$ cat config.mk
export PLATFORM = sky130hd
export DESIGN_NAME = plane_pos_ctrl
export DESIGN_NICKNAME = d
export VERILOG_FILES = /design/src/rtl/plane_pos_ctrl.sv
export SDC_FILE = /design/constraint.sdc
export NUM_CORES = 1
export LEC_CHECK = 0
export CAP_MARGIN = 30
export CELL_PAD_IN_SITES_DETAIL_PLACEMENT = 1
export CELL_PAD_IN_SITES_GLOBAL_PLACEMENT = 1
export CORE_ASPECT_RATIO = 0.9
export CORE_MARGIN = 1
export CORE_UTILIZATION = 37
export DETAILED_ROUTE_END_ITERATION = 7
export PLACE_DENSITY = 0.74
export SLEW_MARGIN = 20
export SYNTH_ARGS = -nofsm -noshare
export SYNTH_HDL_FRONTEND = slang
export SYNTH_SLANG_ARGS = --single-unit
$ cat constraint.sdc
create_clock -name clk_d -period 3.8 [get_ports clk_d]
set_input_delay 0.95 -clock clk_d [delete_from_list [all_inputs] [get_ports clk_d]]
set_output_delay 0.95 -clock clk_d [all_outputs]
set_load 0.01 [all_outputs]
$ cat src/rtl/plane_pos_ctrl.sv
// plane_pos_ctrl: debounced button / joystick driven vertical plane position with per-frame steps
module plane_pos_ctrl #(
    parameter int DEB_CYCLES = 250000,
    parameter int Y_MIN      = 0,
    parameter int Y_MAX      = 448,
    parameter int Y_INIT     = 224
) (
    input  logic       clk_d,
    input  logic       reset,
    input  logic       move_up,
    input  logic       move_down,
    input  logic [3:0] vry,
    input  logic       high_s,
    input  logic       medium_s,
    input  logic       low_s,
    input  logic [9:0] h_count,
    input  logic [9:0] v_count,
    output logic [9:0] plane_y,
    output logic [1:0] dir,
    output logic       frame_tick
);
    typedef enum logic [1:0] {HOLD = 2'b00, UP = 2'b01, DOWN = 2'b10} dir_t;
    localparam int CW = $clog2(DEB_CYCLES + 1);
    localparam logic [CW-1:0] CNT_END = CW'(DEB_CYCLES - 1);
    localparam logic [10:0] YMIN = 11'(Y_MIN);
    localparam logic [10:0] YMAX = 11'(Y_MAX);
    logic [1:0] s1, s2, deb;
    logic [CW-1:0] cnt [2];
    dir_t state, state_n, cmd, joy;
    logic btn_up, btn_dn, fast;
    logic [10:0] base, step, y_ext, y_up, y_dn, y_cmd;
    logic [9:0] y_n;
    // bit 0 = up button, bit 1 = down button: synchronize then debounce
    always_ff @(posedge clk_d) begin
        if (reset) begin
            s1  <= '0;
            s2  <= '0;
            deb <= '0;
            cnt <= '{default: '0};
        end else begin
            s1 <= {move_down, move_up};
            s2 <= s1;
            for (int i = 0; i < 2; i++)
                if (s2[i] == deb[i]) cnt[i] <= '0;
                else if (cnt[i] == CNT_END) begin
                    deb[i] <= ~deb[i];
                    cnt[i] <= '0;
                end else cnt[i] <= cnt[i] + 1'b1;
        end
    end
    // direction command, step size and saturated next position
    always_comb begin
        btn_up  = deb[0] & ~deb[1];
        btn_dn  = deb[1] & ~deb[0];
        joy     = vry <= 4'd5 ? UP : vry >= 4'd10 ? DOWN : HOLD;
        cmd     = btn_up ? UP : btn_dn ? DOWN : joy;
        base    = high_s ? 11'd4 : medium_s ? 11'd2 : 11'd1;
        fast    = !(btn_up | btn_dn) && (vry <= 4'd2 || vry >= 4'd13);
        step    = fast ? base << 1 : base;
        y_ext   = {1'b0, plane_y};
        y_up    = y_ext >= YMIN + step ? y_ext - step : YMIN;
        y_dn    = y_ext + step <= YMAX ? y_ext + step : YMAX;
        y_cmd   = cmd == UP ? y_up : cmd == DOWN ? y_dn : y_ext;
        state_n = frame_tick ? cmd : state;
        y_n     = frame_tick ? y_cmd[9:0] : plane_y;
    end
    // frame pulse plus direction/position registers
    always_ff @(posedge clk_d) begin
        if (reset) begin
            state      <= HOLD;
            plane_y    <= 10'(Y_INIT);
            frame_tick <= 1'b0;
        end else begin
            state      <= state_n;
            plane_y    <= y_n;
            frame_tick <= h_count == 10'd0 && v_count == 10'd480;
        end
    end
    assign dir = state;
endmodule

Word-level counts from Yosys, hierarchy flattened
Cells that the tools add are included.
{"block": "classes", "addsub": 4, "n_lt_le_gt_ge": 6, "eq_ne": 7, "mux": 11, "n_bitwise": 7, "reduce_logical": 11}
{"operator": "2-to-1 mux 10 bit", "n": 4}
{"operator": "adder 18 x 1 -> 18 bit, second input constant", "n": 2}
{"operator": "equality test 18 bit, second input constant", "n": 2}
{"operator": "adder 10 x 4 -> 11 bit", "n": 1}
{"operator": "<= comparator 11 x 9 -> 1 bit, second input constant", "n": 1}
{"operator": "equality test 10 x 9 -> 1 bit, second input constant", "n": 1}
{"operator": "greater-or-equal comparator 10 x 4 -> 1 bit", "n": 1}
{"operator": "logical NOT 10 bit", "n": 1}
{"operator": "2-to-1 mux 2 bit", "n": 5}
{"operator": "subtractor 10 x 4 -> 10 bit", "n": 1}
{"operator": "greater-or-equal comparator 4 bit, second input constant", "n": 2}
{"operator": "AND reduction 2 bit", "n": 3}
{"operator": "OR reduction 3 bit", "n": 2}
{"operator": "<= comparator 4 x 2 -> 1 bit, second input constant", "n": 1}
{"operator": "<= comparator 4 x 3 -> 1 bit, second input constant", "n": 1}
{"operator": "2-to-1 mux 4 bit", "n": 1}
{"operator": "inverter 1 bit", "n": 4}
{"operator": "2-to-1 mux 3 bit", "n": 1}
{"operator": "bitwise AND 1 bit", "n": 2}
{"operator": "equality test 1 bit", "n": 2}
{"operator": "equality test 2 x 1 -> 1 bit, second input constant", "n": 1}
{"operator": "equality test 2 bit, second input constant", "n": 1}
{"operator": "logical AND 1 bit", "n": 2}
{"operator": "nonzero test 2 bit", "n": 1}
{"operator": "other kinds (3)", "n": 3}
{"block": "word_totals", "ff_bits": 55, "input_bits": 31, "output_inout_bits": 13, "word_cells": 55}

Depth between registers and ports, before layout
Gate-level depths: netlist of run 1.
{"block": "depth", "word_depth": 11, "ltp_mapped": 14, "depth_no_buf": 14}

Least setup slack after synthesis of run 1
No wires, ideal clock.
{"block": "synth_path", "path_type": "input port to flip-flop", "start": "in vry[0]", "end": "reg plane_y[8]", "setup_ns": 0.120, "arrival_time_ns": 3.766, "required_ns": 3.680, "slack_ns": -0.085, "stages": 13, "path_buffers": 0, "path_cell_list": "a211o_1 -> a21boi_0 -> xnor2_1 -> nor2_1 -> inv_1 -> fa_1 -> nand2b_1 -> a21o_1 -> xnor2_1 -> nand4_1 -> o311ai_2 -> a21oi_1 -> o31a_1"}
{"block": "synth_via", "elab_chain_len": 9, "word_cells_on_any_way": 23, "cone_classes": "add/sub (2); order compare (6); eq/ne (2); mux (9); reduce/logical (4)"}
{"element": "start, declared", "line": "12", "rtl": "input logic [3:0] vry,"}
{"element": "<= comparator 4 x 2 -> 1 bit / greater-or-equal comparator 4 bit (equally long branches)", "line": "58", "rtl": "fast = !(btn_up | btn_dn) && (vry <= 4'd2 || vry >= 4'd13);"}
{"element": "logical OR 1 bit", "line": "58"}
{"element": "logical AND 1 bit", "line": "58"}
{"element": "2-to-1 mux 4 bit", "line": "59", "rtl": "step = fast ? base << 1 : base;"}
{"element": "adder 10 x 4 -> 11 bit", "line": "62", "rtl": "y_dn = y_ext + step <= YMAX ? y_ext + step : YMAX;"}
{"element": "<= comparator 11 x 9 -> 1 bit", "line": "62"}
{"element": "2-to-1 mux 10 bit", "line": "62"}
{"element": "2-to-1 mux 10 bit (2 in a row)", "line": "63", "rtl": "y_cmd = cmd == UP ? y_up : cmd == DOWN ? y_dn : y_ext;"}
{"element": "end signal, assigned", "line": "71", "rtl": "plane_y <= 10'(Y_INIT);"}
{"element": "end signal, assigned", "line": "75", "rtl": "plane_y <= y_n;"}
{"element": "end, declared", "line": "18", "rtl": "output logic [9:0] plane_y,"}
Parallel ways exist; a longest one is shown, timed or not. The select of a mux whose other input is x is not followed.
A chain may end at the register's enable or synchronous reset.

Worst setup path after layout of run 1
{"block": "layout_path", "start": "in vry[2]", "end": "reg plane_y[2]"}
The elaborated chain is that of the path after synthesis.

==> results of run 1 <==
synth_stat cells (2+ instances only):
| cell type | n | area [um2] |
|---|---|---|
| and2_1 | 2 | 12.5 |
| xor2_1 | 19 | 166 |
| o21ai_0 | 8 | 40.0 |
| o22ai_1 | 4 | 25.0 |
| o21ai_1 | 2 | 10.0 |
| o21bai_1 | 4 | 30.0 |
| nor3_1 | 12 | 60.1 |
| mux2i_1 | 4 | 40.0 |
| nor2b_1 | 9 | 56.3 |
| a21o_1 | 3 | 22.5 |
| xnor2_1 | 23 | 201 |
| and3_1 | 4 | 25.0 |
| nand2_1 | 24 | 90.1 |
| o21a_1 | 3 | 22.5 |
| dfxtp_1 | 55 | 1100 |
| nand3_1 | 16 | 80.1 |
| nor4_1 | 8 | 50.1 |
| inv_1 | 19 | 71.3 |
| clkbuf_1 | 6 | 22.5 |
| ha_1 | 13 | 163 |
| fa_1 | 2 | 40.0 |
| o211ai_1 | 3 | 22.5 |
| nand2b_1 | 4 | 25.0 |
| a21oi_1 | 12 | 60.1 |
| nor4b_1 | 4 | 35.0 |
| nor2_1 | 74 | 278 |
| nand4_1 | 9 | 56.3 |
| nand3b_1 | 2 | 15.0 |
| a211o_1 | 2 | 17.5 |
| buf_2 | 9 | 45.0 |
| or3_1 | 5 | 31.3 |
| a211oi_1 | 5 | 37.5 |
cells in the final DEF (no fill, tap or decap), types with 2 or more instances in the layout:
| cell type | netlist | routed |
|---|---|---|
| a211oi_1 | 5 | 3 |
| a211oi_2 | 0 | 2 |
| a21o_1 | 3 | 3 |
| a21oi_1 | 12 | 10 |
| and2_1 | 2 | 2 |
| and3_1 | 4 | 4 |
| buf_4 | 0 | 45 |
| clkbuf_8 | 0 | 5 |
| clkdlybuf4s15_1 | 0 | 2 |
| clkdlybuf4s50_1 | 0 | 38 |
| dfxtp_1 | 55 | 55 |
| ha_1 | 13 | 11 |
| inv_1 | 19 | 18 |
| inv_2 | 1 | 2 |
| mux2i_1 | 4 | 4 |
| nand2_1 | 24 | 24 |
| nand2b_1 | 4 | 3 |
| nand3_1 | 16 | 15 |
| nand3b_1 | 2 | 2 |
| nand4_1 | 9 | 9 |
| nor2_1 | 74 | 74 |
| nor2b_1 | 9 | 9 |
| nor3_1 | 12 | 11 |
| nor4_1 | 8 | 8 |
| nor4b_1 | 4 | 3 |
| o211ai_1 | 3 | 3 |
| o21a_1 | 3 | 3 |
| o21ai_0 | 8 | 8 |
| o21ai_1 | 2 | 2 |
| o21bai_1 | 4 | 3 |
| o22ai_1 | 4 | 4 |
| or3_1 | 5 | 5 |
| xnor2_1 | 23 | 23 |
| xor2_1 | 19 | 19 |
worst max-delay path, cell delays in order:
cell and delay, ps:
dlygate4sd2_1 260, a211o_1 250, a21boi_2 210, xnor2_1 110
nor2_1 170, inv_1 110, fa_2 380, nand2b_4 160
a21o_1 180, xnor2_1 150, nand4_1 140, o311ai_2 310
buf_4 170, nand4_1 110, a211oi_2 240
metrics by stage:
step           cells  util [%]
6_report         585      51.1
5_1_grt          585      51.1
4_1_cts          584      51.0
3_5_place_dp     572      48.4
3_3_place_gp     572      48.4
2_1_floorplan    390         -
power breakdown:
group / leakage [nW] / total [mW] / internal (mW) / switching, mW
sequential: 0.444 / 0.580 / 0.579 / 0.00128
combinational: 0.981 / 0.151 / 0.0809 / 0.0698
clock: 0.0412 / 0.327 / 0.130 / 0.197
worst min path at each step:
stage | from | to | cells after the start
floorplan | s1[0] | s2[0] | 1
global placement | s1[0] | s2[0] | 1
detailed placement | s1[1] | s2[1] | 1
CTS | s1[1] | s2[1] | 1
global route | s1[1] | s2[1] | 1
finish | s1[1] | s2[1] | 1
sequential cells by signal (all words and copies together) (netlist names):
signal / flops
s2: 2
frame_tick: 1
cnt: 36
dir: 2
deb: 2
plane_y: 10
s1: 2
area by class of cell:
cell class	instances	area (um2)	area share, %
Multi-Input combinational cell	299	2010	48.0
Sequential cell	55	1100	26.3
Timing Repair Buffer	88	772	18.5
Tap cell	115	144	3.44
Inverter	20	75.1	1.79
Clock buffer	6	72.6	1.73
Clock inverter	2	12.5	0.299
layer usage:
layer,track usage (%),routed length [um],up-vias
li1,-,-,1497
met1,26.3,4150,1465
met2,36.5,4330,68
met3,3.11,323,12
met4,6.62,137,0
met5,0,0,-
cell families (layout without fill, tap and decap cells):
group / Yosys count / in the layout
adders and majority gates: 15 / 15
AOI/OAI and AO/OA: 60 / 60
xor gates and xnor gates: 42 / 42
buffers and inverters: 36 / 116
muxes: 5 / 5
DFF: 55 / 55
and+or+nand+nor: 177 / 177
timing repair:
action,in CTS,in global routing
pin swaps,17,12
cloned,0,0
resized for setup,23,4
endpoints found under the setup margin,10,5
setup buffers,4,1
==> results by stage, run 1 <==
Critical path:
- The maximum net fanout on the critical path is 3.
- The data required time of the critical path is 4020 ps.
- The kind of start point of the critical path is an input pin.
- The end point of the critical path is plane_y[2].
- In this run the critical register-to-register path is captured at plane_y[2].
- The worst reg-to-reg path cell count is 16.
- The startpoint identified for the worst register-to-register timing path is deb[0].
- Setup slack on the worst reg-to-reg path comes out at 410 ps.
- The setup path with the least slack is of type input pin to register.
- Tracing the worst setup path back leads to its startpoint at vry[2].
- The endpoint kind of the worst setup timing path is a register.
- The critical path data arrival time is 3890 ps.

STA:
- In this run the tightest slew margin relative to its limit is 56.7%.
- Across all setup checks in the final design, the least slack found is 130 ps.
- For the pin with the worst max-slew slack, the measured transition is 650 ps.
- The maximum clock skew at final layout is between 10 and 15 ps.
- The final period demand of the worst path is between 3000 and 4000 ps.
- The post-route setup TNS is 0 ps.
- The number of pins with negative max-slew slack in the final report was 0.
- The worst hold margin is ~450 ps.
- The number of failing setup endpoints in the final timing report is 0.
- The final hold violation count is 0.
- After layout, the worst path uses 96.6% of the clock period.
- Static timing analysis puts the maximum clock frequency at 0.273 GHz.

Finish:
- With fillers left out, the area of the finished cells amounts to 4180 um2.
- Of the cells placed in the final design, the portion with a size suffix greater than 1 is 16.4%.
- The final layout net count is 515.
- The number of fill cells in the layout is about 990.
- The layout-stage area growth over the synthesis result is 32.0%.
- The number of antenna diodes is 0.

Clocking:
- The clock slew seen by the registers of the worst setup and hold paths is 90 ps.
- The number of hold buffers added after CTS was 0.
- The maximum root-to-sink buffer count is 2.
- The number of buffers created by CTS is 5.
- TritonCTS built the clock tree.
- The level count of the clock H-tree is 2.
- The later pin in the worst-skew pair is clocked with a latency of a little over 300 ps.
- The root buffer cell chosen for the clock tree is clkbuf_8.
- The total number of clock tree sinks is 55.

Synth:
- In the synthesized netlist the dominant register cell turns out to be dfxtp_1.
- Dividing the synthesized area by the synthesized cell count gives roughly 8 um2.
- The cell count after synthesis is between 300 and 400.
- The mapped netlist covers 3170 um2.
- Sequential elements use 34.8% of the synthesized area.
- The post-synthesis share of cell area spent on full adders, half adders and majority gates is under 10%.
- Summing the areas of all xor and xnor instances in the mapped netlist gives ~12% of the synthesized area.
- Yosys printed 0 warnings.
- The count of flip-flops with a built-in enable after synthesis is 0.
- After synthesis, the largest family of logic cells by area is simple AND/OR/NAND/NOR gates.
- The flop and latch count out of synthesis is 55.
- The fraction of the mapped netlist area in simple logic gates is 26.8%.
- The number of distinct library cells after synthesis is 53.
- The total nets after synthesis is 436.
- The compound-cell area share of the yosys netlist is ~14%.
- The mux share of post-synthesis cell area is 1.62%.
- Counting flops with an async set or reset pin after synthesis yields a share of 0%.

Global route:
- The combined global-route utilization of all metal layers is 20.9%.
- The maximum number of pins on one net before global-route repair is 19.
- The first global-routing pass estimated 15.0 mm of wire.
- The initial antenna violation count is 0.
- The remaining global-route overflow is 0.
- The number of global-route vias before repair is 3220.

Place:
- The minimum setup slack after placement is -792 ps.
- The final weighted congestion of routability-driven global placement is between 0.7 and 0.8.
- The number of buffer cells added on primary ports is 42.
- Once detailed placement completed, the half-perimeter wirelength came to 6.76 mm.
- The placed instances occupy a cell area of 3960 um2.

Routing:
- In this run the remaining antenna-violating nets after routing total 0.
- The remaining routing DRC violations is 0.
- The number of DRC markers in iteration 0 is 64.
- The per-cell routed wire length is 15.3 um.
- The count of TritonRoute iterations in the first routing pass is 4.
- Detailed routing inserted a total of around 3000 vias.
- Using the TritonRoute via totals, the vias-per-cell ratio works out to 5.20.
- The sum of routed wire length over all layers is roughly 9 mm.

Floorplan:
- In this run the vertical extent of the chip is about 90 um.
- Once the floorplan was initialized, standard cells occupied a little under 40% of the core.
- The floorplan core area is between 8000 and 9000 um2.
- The floorplan has 31 rows.
- The horizontal extent of the die is roughly 100 um.
- The total die area is between 8000 and 9000 um2.
- The I/O pin count is 44.

Power:
- In this run the static leakage power is 1.47 nW.
- Overall power consumption after layout is estimated at 1.06 mW.
- The largest vdd supply drop is 0.113 mV.
- For this design the ratio of total power to cell area is 253 nW/um2.

Status:
- The flow ran to the end, and the final reports show no timing, DRC or antenna violations.

Flow run:
- The number of max-capacitance violations reported is 0.

Hold path:
- The class of the most critical hold timing path is register to register.
No activity file was read; power rests on OpenSTA's default activity.
==> run 2: changes to the inputs <==
--- a/config.mk
+++ b/config.mk
@@ -12,7 +12,7 @@
 export CORE_MARGIN = 1
 export CORE_UTILIZATION = 37
 export DETAILED_ROUTE_END_ITERATION = 7
-export PLACE_DENSITY = 0.74
+export PLACE_DENSITY = 0.82
 export SLEW_MARGIN = 20
 export SYNTH_ARGS = -nofsm -noshare
 export SYNTH_HDL_FRONTEND = slang
==> run 2 against run 1 <==
  * Worst setup slack worse by 56 ps
  * Core utilization hardly changed
  * Sequential share of layout area about the same
  * Highest routed layer unchanged
  * Flip-flop and latch count unchanged
  * Count of clock-buffer cells in the layout is 1 lower
  * Design area about the same
  * Sequential power is essentially flat
  * Critical endpoint unchanged
  * Combinational power is 3% higher
==> results by stage, run 2 (synthesis results as in run 1) <==
Global route:
- The remaining global-route overflow is 0 (unchanged).
- The initial antenna violation count is 0 (unchanged).
- The maximum number of pins on one net before global-route repair was 19 (unchanged).
- The wire length of the first global-routing pass came to 15.3 mm (+2.1%).
- The number of global-route vias before repair is 3278 (+1.8%).
- The combined global-route utilization of all metal layers is 21.1% (+0.25 points).

Critical path:
- The count of buffer and inverter cells on the critical path is 5 (+2).
- Among the stages of the critical path, the cell type that occurs most often is buf_4.
- The slowest stage of the critical path belongs to the cell o311ai_2.
- The endpoint kind of the worst setup timing path is a register.
- The critical path class is input pin to register.
- The cell family with the largest share of critical-path delay is compound AO/OA/AOI/OAI gates.
- The startpoint of the worst setup timing path is vry[1].
- The maximum net fanout on the critical path is 5 (+2).
- STA classifies the critical path startpoint as an input pin.
- The worst reg2reg path startpoint is deb[0].
- The critical path data arrival time was 3970 ps (+80 ps).
- The delay of the slowest critical-path stage is 370 ps (about the same).
- Walking the worst path, the cells encountered are dlygate4sd2_1 > a211o_1 > a21boi_4 > buf_4 > mux2_4 > ha_4 > buf_4 > a21oi_2 > buf_4 > xnor2_1 > o311ai_2 > buf_4 > nand4_1 > a211oi_2.
- The data required time of the critical path is 4040 ps (+20 ps).

Routing:
- The sum of met2 wire segment lengths after detailed routing came to 4.52 mm (+4.3%).
- The count of TritonRoute iterations in the first routing pass is 4 (unchanged).
- The remaining routing DRC violations is 0 (unchanged).
- The per-cell routed wire length is 15.7 um (+3.0%).
- The met3 layer wire length in the routed design is 432 um (+34%).
- The total routed wire length on the met1 layer is 4.08 mm (-1.8%).
- The total number of vias is 3090 (+1.6%).
- The number of DRC markers in iteration 0 is 76 (+19%).
- The ratio of routed vias to standard cells is 5.30 (+1.9%).
- The residual antenna-violating net count after detailed routing is 0 (unchanged).
- The top layer reached by signal wires is met4.
- The sum of routed wire length over all layers is 9.18 mm (+2.6%).

Place:
- The placement-stage cell area was 3960 um2 (unchanged).
- The number of buffer cells added on primary ports is 42 (unchanged).
- The cell count after placement is 572 (unchanged).
- The final weighted congestion of routability-driven global placement is 0.817 (+2.8%).
- The total half-perimeter wirelength after legalization and detailed placement was 6.73 mm (-0.47%).

STA:
- The maximum clock skew at final layout is 7.35 ps (-7.46 ps).
- The final period demand of the worst path is 3730 ps (+55.9 ps).
- The achievable frequency was 0.268 GHz (-1.5%).
- The pin slew with the least headroom to its limit was 610 ps (-40.6 ps).
- The worst hold margin was 450 ps (+2.47 ps).
- The number of failing setup endpoints in the final timing report is 0 (unchanged).
- The number of pins with negative max-slew slack in the final report came to 0 (unchanged).
- The normalized max-slew margin is 59.4% (+2.7 points).
- The final hold violation count is 0 (unchanged).
- The post-route fraction of the period consumed by the critical path is 98.0% (+1.5 points).

Clocking:
- CTS placed an instance of clkbuf_8 at the clock tree root.
- TritonCTS built the clock tree.
- The maximum root-to-sink buffer count came to 2 (unchanged).
- The level count of the clock H-tree is 2 (unchanged).
- The clock latency of the later-clocked register in the worst-skew pair is 310 ps (about the same).
- The number of buffers created by CTS is 5 (unchanged).
- The total number of clock tree sinks is 55 (unchanged).
- The clock slew seen by the registers of the worst setup and hold paths is 100 ps (about the same).

Finish:
- The largest registers in the layout are cnt: 36 flops, plane_y: 10 flops.
- Counting flops per register, the top entry is cnt.
- The final layout net count was 514 (-0.19%).
- The fraction of the core area covered by cells at the end of the flow is 51.1% (about the same).
- In the layout the commonest cells are 73 x nor2_1, 55 x dfxtp_1, 45 x buf_4.
- The number of antenna diodes was 0 (unchanged).
- The final design area excluding fillers was 4180 um2 (about the same).
- The share of post-route cells with drive strength above 1 was 16.0% (-0.36 points).
- The number of fill cells in the layout is 1006 (+1.9%).
- The most common library cell in the layout ignoring fill and taps is nor2_1.
- The post-layout instance count excluding filler cells came to 583 (-0.34%).
- The layout-stage area growth over the synthesis result is 32.0% (about the same).
- The flip-flop count of the largest register, all copies and words added is 36 (unchanged).

Hold path:
- The min-delay analysis places its worst path in the category register to register.
- In this run the most critical hold path is launched from s1[0].

Status:
- The flow ran to the end, and the final reports show no timing, DRC or antenna violations.

Flow run:
- The number of max-capacitance violations reported is 0 (unchanged).

Floorplan:
- The I/O pin count came to 44 (unchanged).
- The number of placement rows is 31 (unchanged).
- The vertical extent of the die came to 89.8 um (unchanged).
- The starting density of the core came to 38.7% (unchanged).
- The horizontal extent of the die was 99.5 um (unchanged).
- The floorplan core area is 8180 um2 (unchanged).
- The total die area was 8940 um2 (unchanged).

Power:
- The leakage power of the design was 1.48 nW (+1.3%).
- The total power density per cell area came to 269 nW/um2 (+6.5%).
- The total power after layout came to 1.13 mW (+6.5%).
- The largest vdd supply drop is 0.216 mV (+92%).
==> run 2: cell count changes in the layout (fill, tap and decap cells not counted), sizes merged <==
| cell | delta |
|---|---|
| dlymetal6s2s | +1 |
| buf | -1 |
| clkbuf | -2 |
| bufinv | +1 |
| clkdlybuf4s15 | -1 |
| clkinv | -1 |
| dlygate4sd2 | +1 |
==> run 2: layout make-up <==
type | count | area, um2 | area share [%]
Clock buffer | 5 | 68.8 | 1.65
Clock inverter | 2 | 37.5 | 0.898
Inverter | 20 | 75.1 | 1.80
Multi-Input combinational cell | 299 | 2000 | 47.8
Sequential cell | 55 | 1100 | 26.3
Tap cell | 115 | 144 | 3.44
Timing Repair Buffer | 87 | 758 | 18.1
==> run 2: metrics by stage <==
stage | TNS, ps | setup WS (ps)
floorplan | 0 | 24.0
global placement | -4500 | -517
detailed placement | -5400 | -613
CTS | 0 | 2.12
global route | -28.2 | -28.2
finish | 0 | 74.4
==> run 2: repair_timing <==
item,4_1_cts,5_1_grt
endpoints found under the setup margin,10,10
gates resized for setup,15,8
setup buffers,2,2
hold buffers,0,0
pin swaps,14,18
gates cloned,0,0
==> run 2: final timing paths <==
path                endpoint  slack, ps  cells after the start
setup reg to reg  plane_y[2]        420                     15
hold reg to reg        s2[0]        450                      1
hold / removal         s2[0]        450                      1
setup / recovery  plane_y[2]         70                     14
==> run 2: worst reg2reg max path, cell delays in order, from the launching register on <==
cell and delay (ps):
dfxtp_1 420, inv_1 70, ha_1 330, a21boi_4 170
nor3_2 180, ha_2 220, inv_1 50, fa_2 340
nand2b_4 150, a21o_1 180, xnor2_1 150, nand4_1 120
o311ai_2 350, buf_4 180, nand4_1 140, a211oi_2 240
==> run 2: layer usage <==
metal	track usage [%]	vias up
met3	4.82	18
met4	6.00	0
met5	0	-
li1	-	1494
met1	26.3	1504
met2	36.3	74
==> run 2: power breakdown <==
part / switching [mW] / leakage [nW] / internal [mW]
sequential: 0.00121 / 0.444 / 0.579
clock: 0.197 / 0.0502 / 0.193
combinational: 0.0732 / 0.990 / 0.0823
total: 0.271 / 1.48 / 0.854
==> run 3: changes to the inputs <==
==> constraint.sdc (replaced) <==
create_clock -name clk_d -period 3.8 [get_ports clk_d]
set_input_delay 0.57 -clock clk_d [delete_from_list [all_inputs] [get_ports clk_d]]
set_output_delay 0.57 -clock clk_d [all_outputs]
set_load 0.01 [all_outputs]
==> run 3 against run 2 <==
  * Register-to-register slack lost 150 ps
  * Via count shrank 2.2%
  * Worst hold slack gained 0.60 ps
  * Critical path type unchanged
==> results by stage, run 3 (synthesis results as in run 1) <==
Global route:
- The met2 track demand over resource is 37.3% (+0.98 points).
- The maximum number of pins on one net before global-route repair is 19 (unchanged).
- After global routing, the most crowded layer is met2.
- The remaining global-route overflow was 0 (unchanged).
- The number of global-route vias before repair is 3203 (-2.3%).
- The met1 capacity usage during global routing is 25.9% (-0.45 points).
- The combined global-route utilization of all metal layers is 20.7% (-0.40 points).
- The initial antenna violation count is 0 (unchanged).
- The met3 capacity usage during global routing is 4.28% (-0.54 points).
- The wire length of the first global-routing pass is 15.0 mm (-2.1%).

Floorplan:
- The floorplan core area is 8180 um2 (unchanged).
- The number of placement rows came to 31 (unchanged).
- The horizontal extent of the die came to 99.5 um (unchanged).
- The vertical extent of the die was 89.8 um (unchanged).
- The I/O pin count was 44 (unchanged).
- The total die area is 8940 um2 (unchanged).
- The starting density of the core is 38.7% (unchanged).

Finish:
- The largest registers in the layout are cnt: 36 flops, plane_y: 10 flops.
- From synthesis to final layout, the design area changed by 28.2%.
- The library cells used most frequently in the layout, excluding fill and tap cells, are 74 x nor2_1, 55 x dfxtp_1, 42 x clkdlybuf4s50_1.
- The flip-flop count of the largest register, all copies and words added is 36 (unchanged).
- The share of post-route cells with drive strength above 1 is 13.4% (-2.6 points).
- The number of antenna diodes came to 0 (unchanged).
- The most common library cell in the layout ignoring fill and taps is nor2_1.
- The post-layout instance count excluding filler cells is 577 (-1.0%).
- The top register by number of flip-flops is cnt.
- The final layout net count is 507 (-1.4%).

Critical path:
- In this run the critical register-to-register path is captured at plane_y[8].
- The flop-to-flop setup slack is 270 ps (-150 ps).
- In this run the critical register-to-register path is launched from deb[0].
- The data required time of the critical path came to 4010 ps (-30 ps).
- The maximum net fanout on the critical path is 4 (-1).
- STA classifies the critical path startpoint as an input pin.
- By startpoint and endpoint, the worst setup path is classified as input pin to register.
- The endpoint kind of the worst setup timing path is a register.
- The critical path data arrival time came to 3840 ps (-130 ps).
- The worst reg-to-reg path cell count is 16 (+1).

Power:
- The total power density per cell area is 256 nW/um2 (-4.9%).
- The largest vdd supply drop is 0.181 mV (-16%).
- The leakage power of the design came to 1.40 nW (-5.7%).

Place:
- The cell count after placement came to 567 (-0.87%).
- The final weighted congestion of routability-driven global placement was 0.869 (+6.4%).
- The number of buffer cells added on primary ports is 42 (unchanged).
- The total half-perimeter wirelength after legalization and detailed placement is 6.93 mm (+3.0%).
- The minimum setup slack after placement is -433 ps (+180 ps).

STA:
- The final hold violation count is 0 (unchanged).
- Setup repair after global routing left no endpoint under its margin.
- The normalized max-slew margin is 57.2% (-2.1 points).
- The number of pins with negative max-slew slack in the final report came to 0 (unchanged).
- The final period demand of the worst path came to 3640 ps (-90.1 ps).
- The worst hold margin was 450 ps (+0.601 ps).
- The pin slew with the least headroom to its limit is 642 ps (+32.2 ps).
- The number of failing setup endpoints in the final timing report is 0 (unchanged).
- The post-route fraction of the period consumed by the critical path is 95.7% (-2.4 points).
- The achievable frequency is 0.275 GHz (+2.5%).
- The final critical-path setup slack was 165 ps (+90.1 ps).
- The post-route setup TNS is 0 ps (unchanged).
- The maximum clock skew at final layout is 6.05 ps (-1.30 ps).

Hold path:
- The hold path startpoint is s1[0].
- The worst hold path belongs to the class register to register.
- The path with the worst hold slack has its endpoint at s2[0].
- The number of instances on the worst hold path came to 1 (unchanged).

Clocking:
- The number of buffers created by CTS is 5 (unchanged).
- The maximum root-to-sink buffer count is 2 (unchanged).
- The clock slew seen by the registers of the worst setup and hold paths was 100 ps (about the same).
- The level count of the clock H-tree is 2 (unchanged).
- The master cell of the clock root buffer is clkbuf_8.
- The clock latency of the later-clocked register in the worst-skew pair is 310 ps (about the same).
- The clock tree from TritonCTS is done.
- The total number of clock tree sinks came to 55 (unchanged).

Status:
- The flow ran to the end, and the final reports show no timing, DRC or antenna violations.

Routing:
- The ratio of routed vias to standard cells is 5.24 (-1.2%).
- The count of TritonRoute iterations in the first routing pass came to 4 (unchanged).
- The sum of routed wire length over all layers was 8.81 mm (-4.0%).
- The per-cell routed wire length is 15.3 um (-3.0%).
- The total number of vias was 3023 (-2.2%).
- The residual antenna-violating net count after detailed routing is 0 (unchanged).
- The remaining routing DRC violations was 0 (unchanged).
- The number of DRC markers in iteration 0 is 94 (+24%).

Flow run:
- The number of max-capacitance violations reported came to 0 (unchanged).
-- run 3: changes by cell type in the layout (fill, tap and decap cells not counted), sizes merged --
cell and change:
clkdlybuf4s50 +4, buf -7, bufinv -1, clkdlybuf4s15 -1
dlymetal6s2s -1, clkinv +1, clkinvlp +1, dlygate4sd2 -2
-- run 3: area by class of cell --
cell class	instances	area, um2
Fill cell	1003	4120
Clock buffer	5	68.8
Clock inverter	3	20.0
Timing Repair Buffer	80	706
Inverter	20	75.1
Sequential cell	55	1100
Multi-Input combinational cell	299	1950
Tap cell	115	144
-- run 3: routing by layer --
metal | share of wire [%] | vias to the layer above
li1 | - | 1478
met1 | 44 | 1463
met2 | 51 | 73
met3 | 4.9 | 9
met4 | 0.73 | 0
met5 | 0 | -
-- run 3: power breakdown --
| group | total (mW) | internal, mW | switching [mW] | leakage (nW) |
|---|---|---|---|---|
| logic | 0.138 | 0.0743 | 0.0637 | 0.915 |
| registers | 0.580 | 0.579 | 0.00147 | 0.444 |
| clock network | 0.321 | 0.129 | 0.193 | 0.0402 |
| total | 1.04 | 0.782 | 0.258 | 1.40 |
-- run 3: timing repair --
item / CTS / global route
endpoints found under the setup margin: 8 / 5
buffers inserted: 0 / 2
pin swaps: 0 / 3
gates resized for setup: 3 / 6
hold buffers: 0 / 0
-- run 3: worst max-delay path by stage --
stage                     startpoint         end  slack, ps  cells past startpoint
after global routing          vry[3]  plane_y[8]          7                     16
after detailed placement      vry[3]  plane_y[1]       -430                     16
after global placement        vry[3]  plane_y[2]       -220                     16
after CTS                     vry[3]  plane_y[2]         50                     16
final                         vry[3]  plane_y[8]        160                     16
after floorplan               vry[0]  plane_y[8]        290                     13
-- run 3: stage by stage --
stage               total power, mW  utilization [%]  cell area (um2)
global placement              0.723             47.9             3920
floorplan                     0.652                -             3170
detailed placement            0.730             47.9             3920
CTS                            1.05             49.1             4020
finish                         1.04             49.6             4060
global route                   1.09             49.6             4060
-- run 3: critical path, stage by stage --
cell and delay (ps):
clkdlybuf4s50_1 450, a211o_1 300, a21boi_2 160, buf_4 150, xnor2_1 60, nor2_1 160, inv_1 110, fa_2 380
nand2b_1 200, a21o_1 200, xnor2_1 150, nand4_1 150, o311ai_2 280, buf_4 170, a21oi_2 70, o31a_1 290
